`src/rtl/turbo_pkg.sv`:
```
// Shared constants for the turbo encoder: code polynomials, tail length,
// control-FSM state encodings and the RSC encoder debug view.
package turbo_pkg;

  localparam int TURBO_MEM = 3;

  // Generator coefficients, MSB = D^0: feedback 1+D^2+D^3, feed-forward 1+D+D^3.
  localparam logic [TURBO_MEM:0] G_FB = 4'b1011;
  localparam logic [TURBO_MEM:0] G_FF = 4'b1101;

  localparam logic [1:0] WAIT      = 2'd0;
  localparam logic [1:0] ENCODE    = 2'd3;
  localparam logic [1:0] TERMINATE = 2'd2;

  typedef struct packed {
    logic [TURBO_MEM-1:0] s;         // {s1, s2, s3}
    logic [1:0]           tail_cnt;
  } rsc_dbg_t;

endpackage

```
`src/rtl/rsc_encoder_if.sv`:
```
// Strobe and result bundle between the turbo control FSM (master) and an RSC encoder (slave).
interface rsc_encoder_if #(
  parameter int CNT_W = 9
);
  logic             clr;
  logic             enable;
  logic             trellis_enable;
  logic             data_in;
  logic             sys_out;
  logic             par_out;
  logic             out_valid;
  logic             tail_valid;
  logic             tail_done;
  logic [CNT_W-1:0] bit_count;
  logic             proto_err;

  // out_valid qualifies sys_out/par_out for exactly one cycle; there is no
  // ready, so the consumer must accept every valid beat as it appears.
  modport master (
    output clr, enable, trellis_enable, data_in,
    input  sys_out, par_out, out_valid, tail_valid, tail_done, bit_count, proto_err
  );

  modport slave (
    input  clr, enable, trellis_enable, data_in,
    output sys_out, par_out, out_valid, tail_valid, tail_done, bit_count, proto_err
  );
endinterface

```
`src/rtl/rsc_step.sv`:
```
// One trellis step of the 8-state RSC code; purely combinational so the
// interleaved constituent encoder can reuse it.
module rsc_step
  import turbo_pkg::*;
(
  input  logic [TURBO_MEM-1:0] state,
  input  logic                 data_bit,
  input  logic                 term,
  output logic [TURBO_MEM-1:0] next_state,
  output logic                 sys,
  output logic                 par
);

  logic fb;
  logic a;

  always_comb begin
    fb = ^(state & G_FB[TURBO_MEM-1:0]);
    // During termination the input bit equals the feedback, forcing a to 0.
    sys = term ? fb : data_bit;
    a   = sys ^ fb;
    par = (a & G_FF[TURBO_MEM]) ^ (^(state & G_FF[TURBO_MEM-1:0]));
    next_state = {a, state[TURBO_MEM-1:1]};
  end

endmodule

```
`src/rtl/rsc_encoder.sv`:
```
// RSC constituent encoder: registered systematic/parity output, trellis
// termination with tail counter, saturating bit counter and sticky error flag.
module rsc_encoder
  import turbo_pkg::*;
#(
  parameter int MEM   = TURBO_MEM,
  parameter int CNT_W = 9
) (
  input  logic          clk,
  input  logic          reset,
  rsc_encoder_if.slave  bus,
  output rsc_dbg_t      dbg
);

  logic [TURBO_MEM-1:0] s_q, s_d, step_next;
  logic [1:0]           tail_q, tail_d;
  logic [CNT_W-1:0]     cnt_q, cnt_d;
  logic sys_q, sys_d, par_q, par_d;
  logic ov_q, ov_d, tv_q, tv_d, td_q, td_d, err_q, err_d;
  logic step_sys, step_par;

  rsc_step u_step (
    .state      (s_q),
    .data_bit   (bus.data_in),
    .term       (bus.trellis_enable),
    .next_state (step_next),
    .sys        (step_sys),
    .par        (step_par)
  );

  always_comb begin
    s_d    = s_q;
    tail_d = tail_q;
    cnt_d  = cnt_q;
    sys_d  = sys_q;
    par_d  = par_q;
    ov_d   = 1'b0;
    tv_d   = 1'b0;
    td_d   = 1'b0;
    err_d  = err_q;
    if (bus.trellis_enable) begin
      if (bus.enable) err_d = 1'b1;
      // Past MEM tail bits the FSM may keep the strobe high; freeze quietly.
      if (tail_q < 2'(MEM)) begin
        s_d    = step_next;
        sys_d  = step_sys;
        par_d  = step_par;
        ov_d   = 1'b1;
        tv_d   = 1'b1;
        tail_d = tail_q + 2'd1;
        if (tail_q == 2'(MEM - 1)) begin
          td_d = 1'b1;
          if (step_next != '0) err_d = 1'b1;
        end
      end
    end else begin
      tail_d = '0;
      if (bus.enable) begin
        s_d   = step_next;
        sys_d = step_sys;
        par_d = step_par;
        ov_d  = 1'b1;
        if (cnt_q != '1) cnt_d = cnt_q + CNT_W'(1);
      end
    end
  end

  always_ff @(posedge clk) begin
    if (reset || bus.clr) begin
      s_q    <= '0;
      tail_q <= '0;
      cnt_q  <= '0;
      sys_q  <= 1'b0;
      par_q  <= 1'b0;
      ov_q   <= 1'b0;
      tv_q   <= 1'b0;
      td_q   <= 1'b0;
      err_q  <= 1'b0;
    end else begin
      s_q    <= s_d;
      tail_q <= tail_d;
      cnt_q  <= cnt_d;
      sys_q  <= sys_d;
      par_q  <= par_d;
      ov_q   <= ov_d;
      tv_q   <= tv_d;
      td_q   <= td_d;
      err_q  <= err_d;
    end
  end

  assign bus.sys_out    = sys_q;
  assign bus.par_out    = par_q;
  assign bus.out_valid  = ov_q;
  assign bus.tail_valid = tv_q;
  assign bus.tail_done  = td_q;
  assign bus.bit_count  = cnt_q;
  assign bus.proto_err  = err_q;
  assign dbg.s          = s_q;
  assign dbg.tail_cnt   = tail_q;

endmodule

```
`src/flat_wrapper.sv`:
```
// flat-port wrapper written by rule: the top's interface ports become plain ports
module rsc_encoder_flat import turbo_pkg::*;
#(
  parameter int MEM   = TURBO_MEM,
  parameter int CNT_W = 9
)
  (clk, reset, dbg, bus_clr, bus_enable, bus_trellis_enable, bus_data_in, bus_sys_out, bus_par_out, bus_out_valid, bus_tail_valid, bus_tail_done, bus_bit_count, bus_proto_err);
  rsc_encoder_if #(.CNT_W(CNT_W)) bus_i ();
  input  logic clk;
  input  logic reset;
  output rsc_dbg_t dbg;
  input wire logic [$bits(bus_i.clr)-1:0] bus_clr;
  input wire logic [$bits(bus_i.enable)-1:0] bus_enable;
  input wire logic [$bits(bus_i.trellis_enable)-1:0] bus_trellis_enable;
  input wire logic [$bits(bus_i.data_in)-1:0] bus_data_in;
  output wire logic [$bits(bus_i.sys_out)-1:0] bus_sys_out;
  output wire logic [$bits(bus_i.par_out)-1:0] bus_par_out;
  output wire logic [$bits(bus_i.out_valid)-1:0] bus_out_valid;
  output wire logic [$bits(bus_i.tail_valid)-1:0] bus_tail_valid;
  output wire logic [$bits(bus_i.tail_done)-1:0] bus_tail_done;
  output wire logic [$bits(bus_i.bit_count)-1:0] bus_bit_count;
  output wire logic [$bits(bus_i.proto_err)-1:0] bus_proto_err;
  assign bus_i.clr = bus_clr;
  assign bus_i.enable = bus_enable;
  assign bus_i.trellis_enable = bus_trellis_enable;
  assign bus_i.data_in = bus_data_in;
  assign bus_sys_out = bus_i.sys_out;
  assign bus_par_out = bus_i.par_out;
  assign bus_out_valid = bus_i.out_valid;
  assign bus_tail_valid = bus_i.tail_valid;
  assign bus_tail_done = bus_i.tail_done;
  assign bus_bit_count = bus_i.bit_count;
  assign bus_proto_err = bus_i.proto_err;
  rsc_encoder #(.MEM(MEM), .CNT_W(CNT_W)) u_core (.clk(clk), .reset(reset), .bus(bus_i), .dbg(dbg));
endmodule
```
`config.mk`:
```
export PLATFORM = sky130hd
export DESIGN_NAME = rsc_encoder_flat
export DESIGN_NICKNAME = d
export VERILOG_FILES = /design/src/rtl/turbo_pkg.sv /design/src/rtl/rsc_encoder_if.sv /design/src/rtl/rsc_step.sv /design/src/rtl/rsc_encoder.sv /design/src/flat_wrapper.sv
export SDC_FILE = /design/constraint.sdc
export NUM_CORES = 1
export LEC_CHECK = 0
export ABC_AREA = 1
export CAP_MARGIN = 20
export CELL_PAD_IN_SITES_DETAIL_PLACEMENT = 1
export CELL_PAD_IN_SITES_GLOBAL_PLACEMENT = 2
export CORE_UTILIZATION = 28
export CTS_CLUSTER_DIAMETER = 60
export CTS_CLUSTER_SIZE = 30
export DETAILED_ROUTE_END_ITERATION = 16
export GPL_TIMING_DRIVEN = 0
export PLACE_DENSITY_LB_ADDON = 0.1
export SLEW_MARGIN = 20
export SYNTH_ARGS = -nofsm -noshare
export SYNTH_HDL_FRONTEND = slang
export SYNTH_SLANG_ARGS = --single-unit
```
`constraint.sdc`:
```
create_clock -name clk -period 4.8 [get_ports clk]
set_clock_uncertainty 0.05 [all_clocks]
set_input_delay 0.72 -clock clk [delete_from_list [all_inputs] [get_ports clk]]
set_output_delay 0.72 -clock clk [all_outputs]
set_load 0.05 [all_outputs]
```
**Word level (Yosys, flattened, before mapping)**

Cells that the tools add are included.

- Register bits after elaboration: 20
- Bits of input ports: 6
- Output and inout port bits: 20

- Add/sub/neg operators: 2
- $lt $le $gt $ge: 1
- Equality and inequality tests: 3
- Mux-type cells: 18
- Bitwise gates (word level): 4
- Reduce and logical (&&, ||, !) cells: 9

Operator list:

| cell | number |
|---|---|
| 1-bit 2-to-1 mux | 15 |
| 9-bit by 1-bit adder with 9-bit output, second input constant | 1 |
| 3-bit 2-to-1 mux | 3 |
| 9-bit != test, second input constant | 1 |
| 3-bit parity | 2 |
| 3-bit AND reduction | 1 |
| 3-bit nonzero test | 1 |
| 3-bit OR reduction | 1 |
| 2-bit by 1-bit adder with 2-bit output, second input constant | 1 |
| 2-bit == test, second input constant | 1 |
| 2-bit less-than comparator, second input constant | 1 |
| 2-bit by 1-bit != test with 1-bit output, second input constant | 1 |
| 1-bit NOT | 2 |
| 2-bit AND reduction | 1 |
| 2-bit nonzero test | 1 |
| 2-bit OR reduction | 1 |
| 1-bit bitwise XOR | 2 |
| 1-bit logical OR | 1 |

**Logic depth before layout (Yosys ltp)**

Gate-level depths: netlist (run 1).

- Depth in word-level cells: 7
- Mapped depth: 11

**Hierarchy**

From an unflattened synthesis (run 1), not the netlist that was laid out.

- Cell total of the unflattened synthesis: 142
- Area total of the unflattened synthesis: 1008.5 um^2

By module, submodules not included:

| module | times used | cells an instance | area an instance (um^2) | sequential area each (um^2) |
|---|---|---|---|---|
| rsc_encoder | 1 | 119 | 883.3 | 400.4 |
| rsc_step | 1 | 23 | 125.1 | 0.0 |

**Worst setup path after synthesis (run 1)**

OpenSTA, ideal clock, no wires.

- Kind: reg-to-reg
- From: reg u_core.cnt_q[0], in the netlist u_core.bus.bit_count[0]
- To: reg u_core.cnt_q[7], in the netlist u_core.bus.bit_count[7]
- Arrival: 1.831 ns
- Data required time: 4.640 ns
- Path slack: 2.809 ns
- Stages on the path, launching flop included: 12
- Path buffers: 0
- Clock period less this slack: 1.991 ns
- Path through: dfxtp_1 ha_1 nand4_1 nor3_1 ha_1 inv_1 nand3_4 nor2_4 nand3_1 nand2_1 inv_1 nor2_1

- Cells in the longest elaborated chain, start to end: 2
- Elaborated cells between the ends (all ways): 3
- Classes of those cells: add/sub: 1; eq/ne: 1; reduce/logical: 1

Ends and longest elaborated chain:

| what | line | text |
|---|---|---|
| from (decl) | rsc_encoder.sv:17 | `logic [CNT_W-1:0] cnt_q, cnt_d;` |
| from (signal assigned) | rsc_encoder.sv:82 | `cnt_q <= cnt_d;` |
| parallel branches: the longest is 2 deep, another holds 9-bit by 1-bit adder with 9-bit output | - |  |

Parallel ways; which one is timed is not known.
A chain may end at the register's enable or synchronous reset.

**Final worst setup path (run 1)**

- From: reg u_core.s_q[2]
- To: out dbg[4] (netlist bit)

RTL lines:

| what | line | text |
|---|---|---|
| from (decl) | rsc_encoder.sv:15 | `logic [TURBO_MEM-1:0] s_q, s_d, step_next;` |
| from (signal assigned) | rsc_encoder.sv:70 | `s_q <= '0;` |
| from (signal assigned) | rsc_encoder.sv:80 | `s_q <= s_d;` |
| to (decl) | flat_wrapper.sv:11 | `output rsc_dbg_t dbg;` |

No word-level cell between the ends.

==> results.cfg, run 1 <==
[status]
status = completed

[finish]
syn2layout_area_growth_pct = 33.91
n_antenna_cell = 0
final_cell_area_mm2 = 0.001359
layout-drive-gt1-share_pct = 13.50
layout.nets = 174
stdcell_count = 209
utilization_pct = 39.78

[synthesis]
netlist_area_mm2 = 0.001015
synth_top_cell_by_area = dfxtp_1
synth.area.top_cells = dfxtp_1 39%, nand2_1 12%, nor2_1 5.9%
ys_warn_count = 0
ys_seq_area_share_pct = 39.46
synth_ff_type = dfxtp_1
synth_edf_count = 0
synthTopCellsByCount = 32 x nand2_1, 20 x dfxtp_1, 16 x nor2_1
postSynthCellCount = 134
syn_nets = 144
async_flop_share_pct = 0
yosysTopAreaCellShare_pct = 39.46
synth_most_common_cell = nand2_1
ys_types = 28
post_synth.cell_area_avg_um2 = 7.573
ys_seq_elements = 20

[place]
dp_cells = 205
placed_cell_area_mm2 = 0.001323
io_buffers = 25
gp_congestion = 0.7153
preCtsSetupSlack_ns = 2.639
hpwl_mm = 1.888

[drt]
routed_wl_mm = 2.384
vias = 945
drc = 0
ant_nets = 0
wl_per_cell_um = 11.41
vias_per_cell = 4.522
drt_pass1_iterations = 4
drt-initial-drc-count = 47

[grt]
grt_pass1_wl_mm = 4.133
track_usage_pct = 13.63
overflow = 0
grt_pass1_vias = 982
antenna_found_initial = 0
grt_max_degree = 12

[sta]
fin_hold_ws_ns = 0.4496
fmax_mhz = 418.7
slew_violations = 0
fin_ws_ns = 2.412
tns_ns = 0
maxSlewHeadroom_pct = 66.45
period_share_pct = 49.75
tightest_slew_ns = 0.5017
setup_viol = 0
min_period_ns = 2.388
rsz0062_at_grt = no
hold_violations = 0

[cts]
clkLatencyLatePin_ns = 0.31
cts.repair.resized = 0
postCtsSetupBuffers = 0
clk_path_buf_depth = 2
cts_tree = yes
clk_pin_slew_ns = 0.12
htreeDepth = 1
clock-sinks = 20
cts_buffers = 3
cts-root-buf = clkbuf_4
postCtsHoldBufs = 0

[power_and_ir_drop]
vdd.ir_drop.worst_v = 0.00008310
p_leak_nw = 0.5386
finalPower_mw = 0.3315
power.density_mw_per_mm2 = 244.0

[hold_path]
min_path_type = flop to flop

[critical_path]
crit_family = buffers and inverters
cp.arrival_ns = 1.62
crit_fanout = 6
crit_type = flop to output pin
max_stage_delay_ns = 0.85
slowest_stage = clkdlybuf4s50_1
path_cells = clkdlybuf4s50_1
end_kind = output pin
worstSetupStartpointType = flop
crit_buf_inv = 1
required_ns = 4.03

[floorplanning]
fp.dieArea_mm2 = 0.003869
ios = 26
initial_core_util_pct = 29.71
die_w_um = 62.20
num_rows = 21
core_mm2 = 0.003416
die_y_um = 62.20

[job]
drv_cap = 0
## cell type report
type / instances / area [µm²]
Fill cell: 423 / 2057
Buffer: 2 / 12.51
Clock buffer: 4 / 36.28
Timing Repair Buffer: 25 / 250.2
Tap cell: 46 / 57.56
Multi-Input combinational cell: 94 / 534.3
Inverter: 18 / 67.56
Sequential cell: 20 / 400.4
## cell families (layout without fill, tap and decap cells)
group	count (synthesis)	count (layout)	synth area share (%)
compound gates	13	13	8.260
flops	20	20	39.46
simple gates	74	74	36.87
buf+inv	20	49	7.891
xor+xnor	3	3	2.590
fa+ha+maj	4	4	4.932
## placed cells by master, fill, tap and decap left out, types with 2 or more instances in the layout
cell,count
clkdlybuf4s50_1,25
nand3_1,11
nor2_1,16
nor3_1,3
ha_1,4
inv_2,3
nand2_1,32
inv_1,15
a21oi_1,5
clkbuf_4,3
nor2_4,2
dfxtp_1,20
o21ai_1,3
xor2_1,2
nand4_1,2
a21oi_2,2
## registers in the layout, indices dropped and copies added, names as in the netlist
| signal | count |
|---|---|
| u_core.bus.bit_count | 9 |
| u_core.bus.out_valid | 1 |
| u_core.bus.par_out | 1 |
| u_core.bus.proto_err | 1 |
| u_core.bus.sys_out | 1 |
| u_core.bus.tail_done | 1 |
| u_core.bus.tail_valid | 1 |
| u_core.s_q | 3 |
| u_core.tail_q | 2 |
## path summary, 6_finish.rpt
kind                                         from                              endpoint  slack [ns]  cells past startpoint
max                    u_core.s_q[2]$_SDFFE_PP0P_                                dbg[4]        2.41                      1
min          u_core.bus.bit_count[8]$_SDFFE_PP0P_  u_core.bus.bit_count[8]$_SDFFE_PP0P_        0.45                      2
max reg2reg  u_core.bus.bit_count[0]$_SDFFE_PP0P_  u_core.bus.bit_count[7]$_SDFFE_PP0P_        3.00                     11
min reg2reg  u_core.bus.bit_count[8]$_SDFFE_PP0P_  u_core.bus.bit_count[8]$_SDFFE_PP0P_        0.45                      2
## routing by layer
metal / wire [µm] / vias up / share of wire [%] / GRT usage [%]
li1: - / 481 / - / -
met1: 1048 / 440 / 44 / 14.98
met2: 1187 / 19 / 50 / 24.59
met3: 99 / 5 / 4.2 / 2.757
met4: 48 / 0 / 2.0 / 6.977
met5: 0 / - / 0 / 0
## power by group
part	total (mW)	switching (mW)	internal, mW
Clock	0.103	0.0561	0.0464
Combinational	0.0562	0.0360	0.0202
Sequential	0.173	0.00301	0.170
Total	0.332	0.0951	0.236
No activity file was read; power rests on OpenSTA's default activity.
==> run 2: changes to the inputs <==
--- a/config.mk
+++ b/config.mk
@@ -9,7 +9,7 @@
 export CAP_MARGIN = 20
 export CELL_PAD_IN_SITES_DETAIL_PLACEMENT = 1
 export CELL_PAD_IN_SITES_GLOBAL_PLACEMENT = 2
-export CORE_UTILIZATION = 28
+export CORE_UTILIZATION = 24
 export CTS_CLUSTER_DIAMETER = 60
 export CTS_CLUSTER_SIZE = 30
 export DETAILED_ROUTE_END_ITERATION = 16
==> constraint.sdc (replaced) <==
create_clock -name clk -period 2 [get_ports clk]
set_clock_uncertainty 0.05 [all_clocks]
set_input_delay 0.3 -clock clk [delete_from_list [all_inputs] [get_ports clk]]
set_output_delay 0.3 -clock clk [all_outputs]
set_load 0.05 [all_outputs]
==> results.cfg, run 2 (same netlist as run 1, synthesis figures left out) <==
[critical_path]
crit_family = buffers and inverters
r2r_slack_ns = 0.26
required_ns = 1.65
crit_buf_inv = 1
worstSetupStartpointType = flop
crit_fanout = 6
slowest_stage = clkdlybuf4s50_1
cp.arrival_ns = 1.54
end_kind = output pin
path_cells = clkdlybuf4s50_1
crit_type = flop to output pin
max_stage_delay_ns = 0.85

[floorplanning]
ios = 26
die_y_um = 67.03
die_w_um = 67.03
num_rows = 23
initial_core_util_pct = 25.19
core_mm2 = 0.004029
fp.dieArea_mm2 = 0.004492

[drt]
wl_per_cell_um = 11.59
vias = 923
drt_pass1_iterations = 4
vias_per_cell = 4.354
routed_wl_mm = 2.458
drt-initial-drc-count = 31
drc = 0
ant_nets = 0

[grt]
grt_pass1_wl_mm = 4.271
antenna_found_initial = 0
grt_max_degree = 11
overflow = 0
grt_pass1_vias = 986
track_usage_pct = 12.83

[place]
hpwl_mm = 1.922
gp_congestion = 0.8288
placed_cell_area_mm2 = 0.001328
io_buffers = 25
preCtsSetupSlack_ns = 0.2147

[finish]
n_antenna_cell = 0
syn2layout_area_growth_pct = 35.14
mostFrequentLayoutCells = 32 x nand2_1, 25 x clkdlybuf4s50_1, 20 x dfxtp_1, 16 x nor2_1, 15 x inv_1
utilization_pct = 34.04
layout-drive-gt1-share_pct = 13.58
nFillCells = 505
layout.nets = 174
final_common_cell = nand2_1
largest_register_ffs = 9
final_cell_area_mm2 = 0.001371

[cts]
clk_path_buf_depth = 2
cts-root-buf = clkbuf_8
clkLatencyLatePin_ns = 0.26
clock-sinks = 20
clk_pin_slew_ns = 0.07
postCtsSetupBuffers = 0
cts_buffers = 3
cts_tree = yes
htreeDepth = 1

[sta]
min_period_ns = 1.893
fmax_mhz = 528.2
maxSlewHeadroom_pct = 65.92
rsz0062_at_grt = no
fin_ws_ns = 0.1069
setup_viol = 0
hold_violations = 0
tightest_slew_ns = 0.5097
period_share_pct = 94.65
tns_ns = 0
slew_violations = 0

[hold_path]
min_path_type = flop to flop

[job]
drv_cap = 0

[power_and_ir_drop]
p_leak_nw = 0.5360
vdd.ir_drop.worst_v = 0.0001988
power.density_mw_per_mm2 = 592.8

[status]
status = completed
## run 2: cell types whose count changed in the layout (fill, tap and decap cells not counted)
cell and delta:
clkbuf_4 -3, clkbuf_8 +2, ha_1 -1, ha_2 +1
## run 2: final cells by class
cell class / count / area, µm² / share of cell area (%)
inverters: 18 / 67.56 / 4.927
repair buffers: 25 / 250.2 / 18.25
multi-input cells: 94 / 536.8 / 39.14
clock buffers: 3 / 41.29 / 3.011
plain buffers: 2 / 12.51 / 0.9124
well taps: 50 / 62.56 / 4.562
flip-flops and latches: 20 / 400.4 / 29.20
## run 2: worst paths after layout
| check | start | end | cells after the start |
|---|---|---|---|
| max | u_core.s_q[2]$_SDFFE_PP0P_ | dbg[4] | 1 |
| min | u_core.bus.sys_out$_SDFFE_PP0P_ | u_core.bus.sys_out$_SDFFE_PP0P_ | 2 |
| max reg2reg | u_core.bus.bit_count[0]$_SDFFE_PP0P_ | u_core.bus.bit_count[7]$_SDFFE_PP0P_ | 11 |
| min reg2reg | u_core.bus.sys_out$_SDFFE_PP0P_ | u_core.bus.sys_out$_SDFFE_PP0P_ | 2 |
## run 2: routing by layer
layer	routed length, µm	global-route usage [%]	vias to the layer above
met4	21	6.117	0
met1	1114	14.88	425
li1	-	-	483
met2	1259	22.13	13
met3	63	2.568	2
met5	0	0	-
## run 2: timing repair
| action | CTS | global route |
|---|---|---|
| hold buffers | 0 | 0 |
| gates resized for setup | 0 | 1 |
| endpoints found under the setup margin | 0 | 1 |
| endpoints found under the hold margin | 0 | 0 |
## run 2: where the power goes
group	internal [mW]	switching [mW]
clock network	0.134	0.130
logic	0.0485	0.0859
registers	0.407	0.00752
## run 2: stage by stage
step,hold WS (ns),power (mW),instances
floorplan,0.4496,0.5152,134
detailed placement,0.4486,0.5596,209
finish,0.4583,0.8129,212
global placement,0.4320,0.5589,209
CTS,0.4615,0.8371,212
global route,0.4947,0.8656,212
==> run 3: changes to the inputs <==
--- a/config.mk
+++ b/config.mk
@@ -9,6 +9,7 @@
 export CAP_MARGIN = 20
 export CELL_PAD_IN_SITES_DETAIL_PLACEMENT = 1
 export CELL_PAD_IN_SITES_GLOBAL_PLACEMENT = 2
+export CORE_MARGIN = 3
 export CORE_UTILIZATION = 24
 export CTS_CLUSTER_DIAMETER = 60
 export CTS_CLUSTER_SIZE = 30
==> results.cfg, run 3 (same netlist as run 1, synthesis figures left out) <==
[status]
status = completed

[sta]
tns_ns = 0
fmax_mhz = 523.0
period_share_pct = 95.60
maxSlewHeadroom_pct = 66.43
slew_violations = 0
setup_viol = 0
hold_violations = 0
min_period_ns = 1.912
tightest_slew_ns = 0.5019
rsz0062_at_grt = no

[cts]
cts_buffers = 3
clk_pin_slew_ns = 0.08
cts_tree = yes
cts.repair.resized = 0
cts-root-buf = clkbuf_8
clkLatencyLatePin_ns = 0.26
htreeDepth = 1
postCtsSetupBuffers = 0
clk_path_buf_depth = 2
postCtsHoldBufs = 0
clock-sinks = 20

[critical_path]
r2r-start = u_core.bus.bit_count[0]$_SDFFE_PP0P_
required_ns = 1.65
path_cells = clkdlybuf4s50_1
cp.arrival_ns = 1.56
max_stage_delay_ns = 0.85
crit_type = flop to output pin
reg2reg_depth = 11
end_kind = output pin
cp_num_cells = 1
crit_buf_inv = 1
slowest_stage = clkdlybuf4s50_1
rr_endpoint = u_core.bus.bit_count[7]$_SDFFE_PP0P_
crit_fanout = 6
worstSetupStartpointType = flop
crit_family = buffers and inverters
r2r_slack_ns = 0.20

[floorplanning]
ios = 26
fp.dieArea_mm2 = 0.005045
die_w_um = 71.03
core_mm2 = 0.004029
die_y_um = 71.03
initial_core_util_pct = 25.19
num_rows = 23

[hold_path]
hold_path_depth = 2
min_path_type = flop to flop
hold_end = u_core.bus.bit_count[8]$_SDFFE_PP0P_
holdCritStartpoint = u_core.bus.bit_count[8]$_SDFFE_PP0P_

[place]
placed_cell_area_mm2 = 0.001328
hpwl_mm = 1.983
io_buffers = 25
gp_congestion = 0.8309

[finish]
mostFrequentLayoutCells = 32 x nand2_1, 25 x clkdlybuf4s50_1, 20 x dfxtp_1, 16 x nor2_1, 15 x inv_1
layout.nets = 174
final_cell_area_mm2 = 0.001383
syn2layout_area_growth_pct = 36.25
largest_register_ffs = 9
n_antenna_cell = 0
final_common_cell = nand2_1
layout-drive-gt1-share_pct = 13.50

[power_and_ir_drop]
seq_power_share_pct = 48.0
combinationalPowerShare_pct = 15.6
p_switching_mw = 0.2334
intPower_mw = 0.6310
p_leak_nw = 0.5463
finalPower_mw = 0.8644
vdd.ir_drop.worst_v = 0.0002556
sw_frac_of_total_pct = 27.00
clock_power_share_pct = 36.5
power.density_mw_per_mm2 = 625.2

[drt]
wl_per_cell_um = 11.75
drt_pass1_iterations = 4
ant_nets = 0
drc = 0
drt-initial-drc-count = 19
routed_wl_mm = 2.503
vias_per_cell = 4.423
vias = 942

[grt]
overflow = 0
track_usage_pct = 10.53
grt_pass1_wl_mm = 4.271
antenna_found_initial = 0
grt_max_degree = 12
grt_pass1_vias = 979

[job]
drv_cap = 0
-- run 3: changes by cell type in the layout (fill, tap and decap cells not counted), sizes merged --
cell / delta
clkbuf: +1
-- run 3: worst max path at each step --
stage / start / to / slack (ns)
5_1_grt: u_core.s_q[2]$_SDFFE_PP0P_ / dbg[4] / 0.0002
4_1_cts: u_core.s_q[2]$_SDFFE_PP0P_ / dbg[4] / 0.07
6_report: u_core.s_q[2]$_SDFFE_PP0P_ / dbg[4] / 0.09
3_5_place_dp: u_core.bus.bit_count[0]$_SDFFE_PP0P_ / u_core.bus.bit_count[7]$_SDFFE_PP0P_ / 0.18
2_1_floorplan: u_core.bus.bit_count[0]$_SDFFE_PP0P_ / u_core.bus.bit_count[7]$_SDFFE_PP0P_ / 0.009
3_3_place_gp: u_core.bus.bit_count[0]$_SDFFE_PP0P_ / u_core.bus.bit_count[4]$_SDFFE_PP0P_ / 0.24
-- run 3: power groups by stage --
stage               clock, mW  combinational, mW  sequential (mW)
floorplan                   0             0.0596            0.456
global placement            0              0.135            0.424
detailed placement          0              0.136            0.425
CTS                     0.337              0.137            0.415
global route            0.349              0.147            0.417
finish                  0.315              0.134            0.415
-- run 3: cell type report --
class	instances	area, µm²
Clock buffer	4	55.05
Sequential cell	20	400.4
Tap cell	50	62.56
Buffer	2	12.51
Timing Repair Buffer	25	250.2
Inverter	18	67.56
Multi-Input combinational cell	94	534.3
Fill cell	502	2646
-- run 3: metal layers --
metal | global-route usage (%) | wire length (µm) | vias up
met5 | 0 | 0 | -
met4 | 5.010 | 56 | 0
met3 | 2.273 | 101 | 5
met2 | 17.71 | 1228 | 18
met1 | 12.72 | 1116 | 439
li1 | - | - | 480
-- run 3: metrics by stage --
stage	instances	worst slack, ns	hold WS, ns	utilization (%)
after global placement	209	0.2430	0.4323	32.95
after CTS	213	0.06829	0.4595	34.32
after global routing	213	0.0002409	0.4963	34.32
final	213	0.08801	0.4638	34.32
after detailed placement	209	0.1849	0.4471	32.95
after floorplan	134	0.009022	0.4496	-
